==> config.mk <==
export PLATFORM = sky130hd
export DESIGN_NAME = bubble_access_sequencer
export DESIGN_NICKNAME = d
export VERILOG_FILES = /design/src/rtl/bubble_access_sequencer.sv
export SDC_FILE = /design/constraint.sdc
export NUM_CORES = 1
export LEC_CHECK = 0
export CAP_MARGIN = 0
export CORE_ASPECT_RATIO = 1.25
export CORE_MARGIN = 2
export CORE_UTILIZATION = 57
export CTS_BUF_LIST = sky130_fd_sc_hd__clkbuf_4
export DETAILED_ROUTE_END_ITERATION = 10
export PLACE_DENSITY = 0.82
export SLEW_MARGIN = 15
export SYNTH_ARGS = -nofsm -noshare
export SYNTH_HDL_FRONTEND = slang
export SYNTH_SLANG_ARGS = --single-unit
==> constraint.sdc <==
create_clock -name MCLK -period 2.4 [get_ports MCLK]
set_clock_uncertainty 0.1 [all_clocks]
set_input_delay 0.36 -clock MCLK [delete_from_list [all_inputs] [get_ports MCLK]]
set_output_delay 0.36 -clock MCLK [all_outputs]
set_load 0.05 [all_outputs]
==> src/rtl/bubble_access_sequencer.sv <==
// Bubble-memory access sequencer: synchronizes host strobes, tracks loop position and
// hands page fetch requests to the flash loader. Optional macro: ACC_LED_STRETCH_EN.
module bubble_access_sequencer #(
    parameter int POS_MAX    = 2053,
    parameter int SHIFT_DIV  = 120,
    parameter int BOOT_PAGES = 2,
    parameter int LED_HOLD   = 2400000
) (
    input  logic        MCLK,
    input  logic        nRESET,
    input  logic        nBSS,
    input  logic        nBSEN,
    input  logic        nREPEN,
    input  logic        nBOOTEN,
    output logic        fetch_req,
    output logic        fetch_boot,
    output logic [11:0] fetch_page,
    input  logic        fetch_ack,
    input  logic        stream_done,
    output logic [11:0] position,
    output logic        shift_tick,
    output logic        overrun,
    output logic        nLED_ACC
);

    localparam int               DIV_W     = (SHIFT_DIV > 1) ? $clog2(SHIFT_DIV) : 1;
    localparam logic [DIV_W-1:0] DIV_LAST  = DIV_W'(SHIFT_DIV - 1);
    localparam logic [11:0]      POS_LAST  = 12'(POS_MAX - 1);
    localparam logic [11:0]      BOOT_LAST = 12'(BOOT_PAGES - 1);

    // Loop position and page indices are carried on 12-bit ports.
    if (POS_MAX < 1 || POS_MAX > 4096 || BOOT_PAGES < 1 || BOOT_PAGES > 4096 ||
        SHIFT_DIV < 1 || LED_HOLD < 1) begin : g_param_check
        $error("bubble_access_sequencer: parameter out of range");
    end

    typedef enum logic [1:0] {IDLE, SHIFT, REQ, STREAM} state_e;

    state_e state_q, state_d;

    // Bit order of the synchronizer chain: {nBOOTEN, nREPEN, nBSEN, nBSS}
    logic [3:0] sync1_q, sync2_q, prev_q;
    logic       bsen_fall_q, bsen_rise_q, rep_fall_q, bss_rise_q, boot_rise_q;
    logic       bss_s, bsen_s, boot_s;
    logic       bsen_fall_d;

    logic [DIV_W-1:0] div_q, div_d;
    logic [11:0]      pos_q, pos_d;
    logic             tick_q, tick_d;
    logic             ovr_q, ovr_d;
    logic             boot_q, boot_d;
    logic [11:0]      page_q, page_d;
    logic [11:0]      boot_idx_q, boot_idx_d;
    logic             latch, ovr_set;

    assign bss_s       = sync2_q[0];
    assign bsen_s      = sync2_q[1];
    assign boot_s      = sync2_q[3];
    assign bsen_fall_d = prev_q[1] & ~sync2_q[1];

    always_ff @(posedge MCLK) begin
        if (!nRESET) begin
            sync1_q     <= '1;
            sync2_q     <= '1;
            prev_q      <= '1;
            bsen_fall_q <= 1'b0;
            bsen_rise_q <= 1'b0;
            rep_fall_q  <= 1'b0;
            bss_rise_q  <= 1'b0;
            boot_rise_q <= 1'b0;
        end else begin
            sync1_q     <= {nBOOTEN, nREPEN, nBSEN, nBSS};
            sync2_q     <= sync1_q;
            prev_q      <= sync2_q;
            bsen_fall_q <= bsen_fall_d;
            bsen_rise_q <= ~prev_q[1] & sync2_q[1];
            rep_fall_q  <= prev_q[2] & ~sync2_q[2];
            bss_rise_q  <= ~prev_q[0] & sync2_q[0];
            boot_rise_q <= ~prev_q[3] & sync2_q[3];
        end
    end

    // The divider restarts on the same edge that registers the nBSEN fall, so the
    // first tick lands SHIFT_DIV cycles after the event becomes visible.
    always_comb begin
        div_d  = div_q;
        pos_d  = pos_q;
        tick_d = 1'b0;
        if (bsen_fall_d) begin
            div_d = '0;
        end else if (!bsen_s) begin
            if (div_q == DIV_LAST) begin
                div_d  = '0;
                tick_d = 1'b1;
                pos_d  = (pos_q == POS_LAST) ? 12'd0 : pos_q + 12'd1;
            end else begin
                div_d = div_q + 1'b1;
            end
        end
    end

    always_comb begin
        state_d = state_q;
        latch   = 1'b0;
        ovr_set = 1'b0;
        case (state_q)
            IDLE: begin
                if (bsen_fall_q && !bss_s) state_d = SHIFT;
            end
            SHIFT: begin
                if (rep_fall_q) begin
                    latch   = !bss_s;
                    state_d = REQ;
                end else if (bsen_rise_q) begin
                    state_d = IDLE;
                end
            end
            REQ: begin
                ovr_set = rep_fall_q;
                if (fetch_ack) state_d = STREAM;
            end
            STREAM: begin
                ovr_set = rep_fall_q;
                if (stream_done) state_d = bsen_s ? IDLE : SHIFT;
            end
            default: state_d = IDLE;
        endcase
        if (bss_s) state_d = IDLE;
    end

    always_comb begin
        boot_d     = boot_q;
        page_d     = page_q;
        boot_idx_d = boot_idx_q;
        ovr_d      = ovr_q;
        if (latch) begin
            if (boot_s) begin
                boot_d = 1'b0;
                page_d = pos_q;
            end else begin
                boot_d     = 1'b1;
                page_d     = boot_idx_q;
                boot_idx_d = (boot_idx_q == BOOT_LAST) ? 12'd0 : boot_idx_q + 12'd1;
            end
        end
        if (boot_rise_q) boot_idx_d = 12'd0;
        if (bss_rise_q) begin
            ovr_d = 1'b0;
        end else if (ovr_set) begin
            ovr_d = 1'b1;
        end
    end

    always_ff @(posedge MCLK) begin
        if (!nRESET) begin
            state_q    <= IDLE;
            div_q      <= '0;
            pos_q      <= '0;
            tick_q     <= 1'b0;
            ovr_q      <= 1'b0;
            boot_q     <= 1'b0;
            page_q     <= '0;
            boot_idx_q <= '0;
        end else begin
            state_q    <= state_d;
            div_q      <= div_d;
            pos_q      <= pos_d;
            tick_q     <= tick_d;
            ovr_q      <= ovr_d;
            boot_q     <= boot_d;
            page_q     <= page_d;
            boot_idx_q <= boot_idx_d;
        end
    end

    assign fetch_req  = (state_q == REQ);
    assign fetch_boot = boot_q;
    assign fetch_page = page_q;
    assign position   = pos_q;
    assign shift_tick = tick_q;
    assign overrun    = ovr_q;

`ifdef ACC_LED_STRETCH_EN
    localparam int LED_W = $clog2(LED_HOLD + 1);

    logic [LED_W-1:0] led_cnt_q, led_cnt_d;

    // Each fresh entry into REQ reloads the hold count.
    always_comb begin
        led_cnt_d = led_cnt_q;
        if (state_d == REQ && state_q != REQ) begin
            led_cnt_d = LED_W'(LED_HOLD);
        end else if (led_cnt_q != '0) begin
            led_cnt_d = led_cnt_q - 1'b1;
        end
    end

    always_ff @(posedge MCLK) begin
        if (!nRESET) begin
            led_cnt_q <= '0;
        end else begin
            led_cnt_q <= led_cnt_d;
        end
    end

    assign nLED_ACC = (led_cnt_q == '0);
`else
    assign nLED_ACC = !(state_q == REQ || state_q == STREAM);
`endif

endmodule

; Word-level counts from Yosys, hierarchy flattened
; Cells that the tools add are included.
[word_totals]
ff_bits = 65
latch_bits = 0
ram_bits = 0
rom_bits = 0
input_bits = 8
output_inout_bits = 29
elab_cells = 72
mem_count = 0
[classes]
add_sub_neg = 3
n_mul = 0
n_div = 0
magnitude_cmp = 0
eq_ne = 10
shifts = 0
n_mux = 16
bitwise = 13
reduce_logical = 14
[op_table]
columns = operator, count
row1 = $mux W12, 3
row2 = $add A12 B1 Y12 const B, 2
row3 = $eq A12 B1 Y1 const B, 1
row4 = $eq A12 B12 Y1 const B, 1
row5 = $mux W2, 5
row6 = $reduce_or A2 Y1, 5
row7 = $not A1 Y1, 8
row8 = $pmux W2 S4, 1
row9 = $add A7 B1 Y7 const B, 1
row10 = $eq A7 B7 Y1 const B, 1
row11 = $mux W7, 1
row12 = $mux W1, 6
row13 = $and A1 B1 Y1, 5
row14 = $eq A2 B2 Y1 const B, 2
row15 = $ne A2 B2 Y1 const B, 2
row16 = $reduce_and A4 Y1, 1
row17 = $ne A3 B3 Y1 const B, 1
row18 = $reduce_and A3 Y1, 1
row19 = $reduce_or A3 Y1, 1
row20 = $eq A2 B1 Y1 const B, 1
row21 = $logic_not A1 Y1, 2
row22 = $logic_not A2 Y1, 1
row23 = $ne A2 B1 Y1 const B, 1
row24 = $reduce_and A2 Y1, 1
row25 = 2 further kinds, 2

; Depth between registers and ports, before layout
; Gate-level depths: netlist of the first run.
[logic_depth]
ltp_word = 4
mapped_depth = 7
mapped_depth_nobuf = 6

; Worst setup path after synthesis of the first run
; OpenSTA, ideal clock, no wires.
[synth_timing]
kind = flip-flop to flip-flop
from = reg pos_q[2], in the netlist position[2]
to = reg pos_q[9], in the netlist position[9]
setup_ns = 0.074
t_arrival_ns = 1.729
required_ns = 2.226
setup_slack_ns = 0.497
path_stages_with_launch = 5
n_path_buf = 0
period_less_slack_ns = 1.903
cell_sequence = dfxtp_1 and4_1 nand4_1 or3_1 a21oi_1
[synth_between]
elab_chain_len = 2
word_cells_on_any_way = 3
cone_classes = 1 x add/sub / 1 x eq/ne / 1 x mux
[synth_rtl]
columns = element, line_no
row1 = from (decl), 48  ; logic [11:0] pos_q, pos_d;
row2 = from (signal assigned), 167  ; pos_q <= pos_d;
row3 = $add A12 B1 Y12 or $eq A12 B12 Y1 (tied branches), 95  ; pos_d = (pos_q == POS_LAST) ? 12'd0 : pos_q + 12'd1;
row4 = $mux W12 (*), 95
; Mark *: on every way between the ends. The rest lies on a longest branch, timed or not.
; A chain may end at the register's enable or synchronous reset.

; Final worst setup path of the first run
[layout_timing]
from = reg pos_q[0], in the netlist position[0]
to = out position[0]
[layout_rtl]
columns = element, line_no
row1 = to (decl), 20  ; output logic [11:0] position,
; No word-level cell between the ends.

==> results of run 1 <==
## final cells by class
| cell class | count | area, um^2 |
|---|---|---|
| flip-flops and latches | 65 | 1300 |
| inverters | 8 | 30.0 |
| clock buffers | 9 | 67.6 |
| repair buffers | 41 | 400 |
| multi-input cells | 211 | 1380 |
| fillers | 396 | 1390 |
| well taps | 60 | 75.1 |
| clock inverters | 7 | 85.1 |
## cells by family after synthesis
family | count (synthesis) | share of synthesized area
compound gates | 40 | 0.103
xor+xnor | 21 | 0.0660
fa+ha+maj | 5 | 0.0224
buf+inv | 24 | 0.0377
flops | 65 | 0.467
mux | 10 | 0.0359
simple gates | 135 | 0.268
## registers in the layout, indices dropped and copies added (netlist names), 4 cells and up, named ones only
name        count
boot_idx_q     12
div_q           7
fetch_page     12
position       12
prev_q          4
sync1_q         4
sync2_q         4
## layer usage
metal  routed length, um  GRT usage  share of wire
met5                   0          0              0
met3                 254     0.0542          0.044
met4                 122      0.116          0.021
met1                2650      0.294           0.46
met2                2720      0.374           0.47
## per-stage QoR
step	worst slack [ns]	util	instances	instance area [um^2]
2_1_floorplan	0.497	-	300	2790
3_3_place_gp	0.499	0.674	385	3190
3_5_place_dp	0.442	0.674	385	3190
4_1_cts	0.00758	0.706	401	3340
5_1_grt	0.0776	0.706	401	3340
6_report	0.152	0.706	401	3340
## Yosys cell counts, types with 2 or more instances
cell	count	area (um^2)
sky130_fd_sc_hd__o21ai_0	9	45.0
sky130_fd_sc_hd__a211oi_1	2	15.0
sky130_fd_sc_hd__and3_1	4	25.0
sky130_fd_sc_hd__nor4b_1	3	26.3
sky130_fd_sc_hd__clkbuf_1	12	45.0
sky130_fd_sc_hd__nand3_1	12	60.1
sky130_fd_sc_hd__and4bb_2	2	25.0
sky130_fd_sc_hd__o211ai_1	2	15.0
sky130_fd_sc_hd__a21boi_0	3	22.5
sky130_fd_sc_hd__nand3b_1	3	22.5
sky130_fd_sc_hd__ha_1	5	62.6
sky130_fd_sc_hd__and3b_1	2	17.5
sky130_fd_sc_hd__o211a_1	12	120
sky130_fd_sc_hd__a21oi_1	8	40.0
sky130_fd_sc_hd__nor2_1	33	124
sky130_fd_sc_hd__nand4_1	8	50.1
sky130_fd_sc_hd__nand4b_1	2	17.5
sky130_fd_sc_hd__xnor2_1	13	114
sky130_fd_sc_hd__buf_6	2	22.5
sky130_fd_sc_hd__nand2_1	26	97.6
sky130_fd_sc_hd__dfxtp_1	65	1300
sky130_fd_sc_hd__nand2b_1	12	75.1
sky130_fd_sc_hd__nor4_1	6	37.5
sky130_fd_sc_hd__xor2_1	8	70.1
sky130_fd_sc_hd__nor3_1	8	40.0
sky130_fd_sc_hd__mux2i_1	10	100
sky130_fd_sc_hd__inv_1	8	30.0
sky130_fd_sc_hd__or3_1	5	31.3
sky130_fd_sc_hd__buf_1	2	7.51
## power groups by stage
stage | combinational (mW) | sequential [mW] | clock, mW
floorplan | 0.0350 | 1.12 | 0
global placement | 0.0524 | 1.12 | 0
detailed placement | 0.0530 | 1.12 | 0
CTS | 0.0535 | 1.10 | 0.813
global route | 0.0582 | 1.10 | 0.854
finish | 0.0530 | 1.10 | 0.802
## worst paths after layout
kind                 endpoint  slack [ns]
setup / recovery  position[0]        0.15
hold / removal    boot_rise_q        0.29
setup reg to reg  position[7]        0.42
hold reg to reg   boot_rise_q        0.29
## placed cells by master (no fill, tap or decap), drive strengths merged, types with 2 or more instances in the layout
cell type and n:
bufinv 2, nand2 26, xnor2 13, nor3 8, a211oi 2, nor4 6, clkinv 4, nor2 33
nand4b 2, mux2i 10, a21boi 3, dfxtp 65, nand3b 3, nor4b 3, buf 5, inv 8
nand4bb 2, o211ai 2, ha 5, clkdlybuf4s50 35, and3b 2, nand3 12, nand4 8, o211a 12
nand2b 12, and3 4, xor2 8, and4bb 2, a21oi 8, clkbuf 9, o21ai 10, or3 5
==> run summary, run 1 <==
==================================================================================
Outcome                                                               finished, final reports clean
Final net count                                                                349
DRT antenna net count                                                            0
Via count normalized by instance count                                        5.60
Portion of total power attributed to the clock network                       0.411
Top Family by Delay on Critical Path                                  buffers and inverters
Endpoint arrival time on the critical path                                 1.79 ns
Required time of the critical path                                         1.94 ns
Tightest hold margin                                                      0.289 ns
Static Leak                                                                1.37 nW
Number of buffers inserted during clock tree synthesis                           9
Height of the die                                                          82.2 um
Largest vdd supply drop                                                     401 uV
Async set-or-reset flop fraction in the synthesized netlist                      0
Number of global-route vias before repair                                    2,044
Power density cells                                                    584 mW/mm^2
Path category of the worst min-delay check                              reg -> reg
Sum of negative setup slack                                                   0 ns
Mean instance size in the synthesized netlist                            9.29 um^2
Post-CTS Resized                                                                 0
Chip width                                                                 66.6 um
Final Cycle Share                                                            0.937
Worst Reg-to-Reg Cells                                                           5
Most used DFF post-synth                                              sky130_fd_sc_hd__dfxtp_1
Cell row count                                                                  28
Area added between synthesis and finish                                      19.8%
Detailed placement HPWL                                                    4.07 mm
Post-Synthesis Cells                                                           300
Min-Delay Startpoint                                                     prev_q[3]
Average wire length per cell after detail routing                          14.3 um
Critical path cell sequence                                           clkdlybuf4s50_1
Switching power as a share of total power                                    0.217
Final setup viols                                                                0
TritonCTS clock tree                                                         built
Register share of total power                                                0.562
Max Cap Viol                                                                     0
Final critical delay including setup and external delays                   2.25 ns
Synth Net Count                                                                313
Bufs and invs on worst path                                                      1
Clock-pin transition on the worst setup and hold timing paths              0.10 ns
Distinct cell type count of the synthesized netlist                             42
Design internal power                                                      1.53 mW
TritonCTS Sinks                                                                 65
Via count                                                                    2,246
Synthesized area                                                      0.00279 mm^2
Switching power of the nets                                                 424 uW
Worst-path maximum fanout                                                        8
Initial core utilization                                                     0.589
Seq/Total Area, Yosys                                                        0.467
Global-route wire length before repair                                     9.60 mm
Number of antenna cells inserted                                                 0
1st-pass router iterations                                                       4
Die footprint                                                         0.00547 mm^2
Clock tree buffer depth                                                          2
Slew headroom                                                                0.550
Number of top-level design ports                                                37
Share of final-layout standard cells stronger than drive strength 1         0.0704
Final WL                                                                   5.75 mm
Gp weighted congestion                                                       0.843
Overall Power                                                              1.95 mW
Critical Path Source                                                   position[0]
Critical register-to-register path startpoint                             div_q[0]
Final-report max-slew violation count                                            0
WHS Path Cells                                                                   1
Final Hold Fails                                                                 0
Slowest cell on the critical path                                     sky130_fd_sc_hd__clkdlybuf4s50_1
Logic depth of the worst path, buffers included                                  1
Buffer cell driving the clock tree root                               sky130_fd_sc_hd__clkbuf_4
Tightest Pin Transition                                                   0.670 ns
Overall track demand over capacity in global routing                         0.233
Count of yosys warnings during synthesis                                         0
Number of setup buffers added after CTS                                          0
CP endpoint kind                                                       output port
Startpoint type of the worst setup path                                       flop
Maximum level of the CTS H-tree                                                  3
Clock latency at the later pin of the worst-skew pair                      0.42 ns
Setup repair after global routing missed its margin                             no
Number of antenna violations at the first check in global routing                0
Grt ovf                                                                          0
Delay of the slowest cell on the worst path                                0.89 ns
Starting DRT DRC Count                                                         137
Core box area                                                         0.00473 mm^2
Power share of the combinational group                                       0.027
Number of design rule violations left after detail routing                       0
Port-buffer cells                                                               36
Cts hold-fix bufs                                                                0
Number of enable flip-flop cells after synthesis                                 0
Maximum number of pins on one net before global-route repair                    25
Yosys reg bits                                                                  65
Max Freq                                                                 0.445 GHz
Type of the worst setup path                                            reg -> out
==================================================================================
No activity file was read; power rests on OpenSTA's default activity.
==> run 2, diff against run 1 <==
--- a/config.mk
+++ b/config.mk
@@ -10,6 +10,7 @@
 export CORE_MARGIN = 2
 export CORE_UTILIZATION = 57
 export CTS_BUF_LIST = sky130_fd_sc_hd__clkbuf_4
+export CTS_CLUSTER_SIZE = 14
 export DETAILED_ROUTE_END_ITERATION = 10
 export PLACE_DENSITY = 0.82
 export SLEW_MARGIN = 15
==> results of run 2 <==
The final DEF is identical to that of run 1; final timing and power are the same.
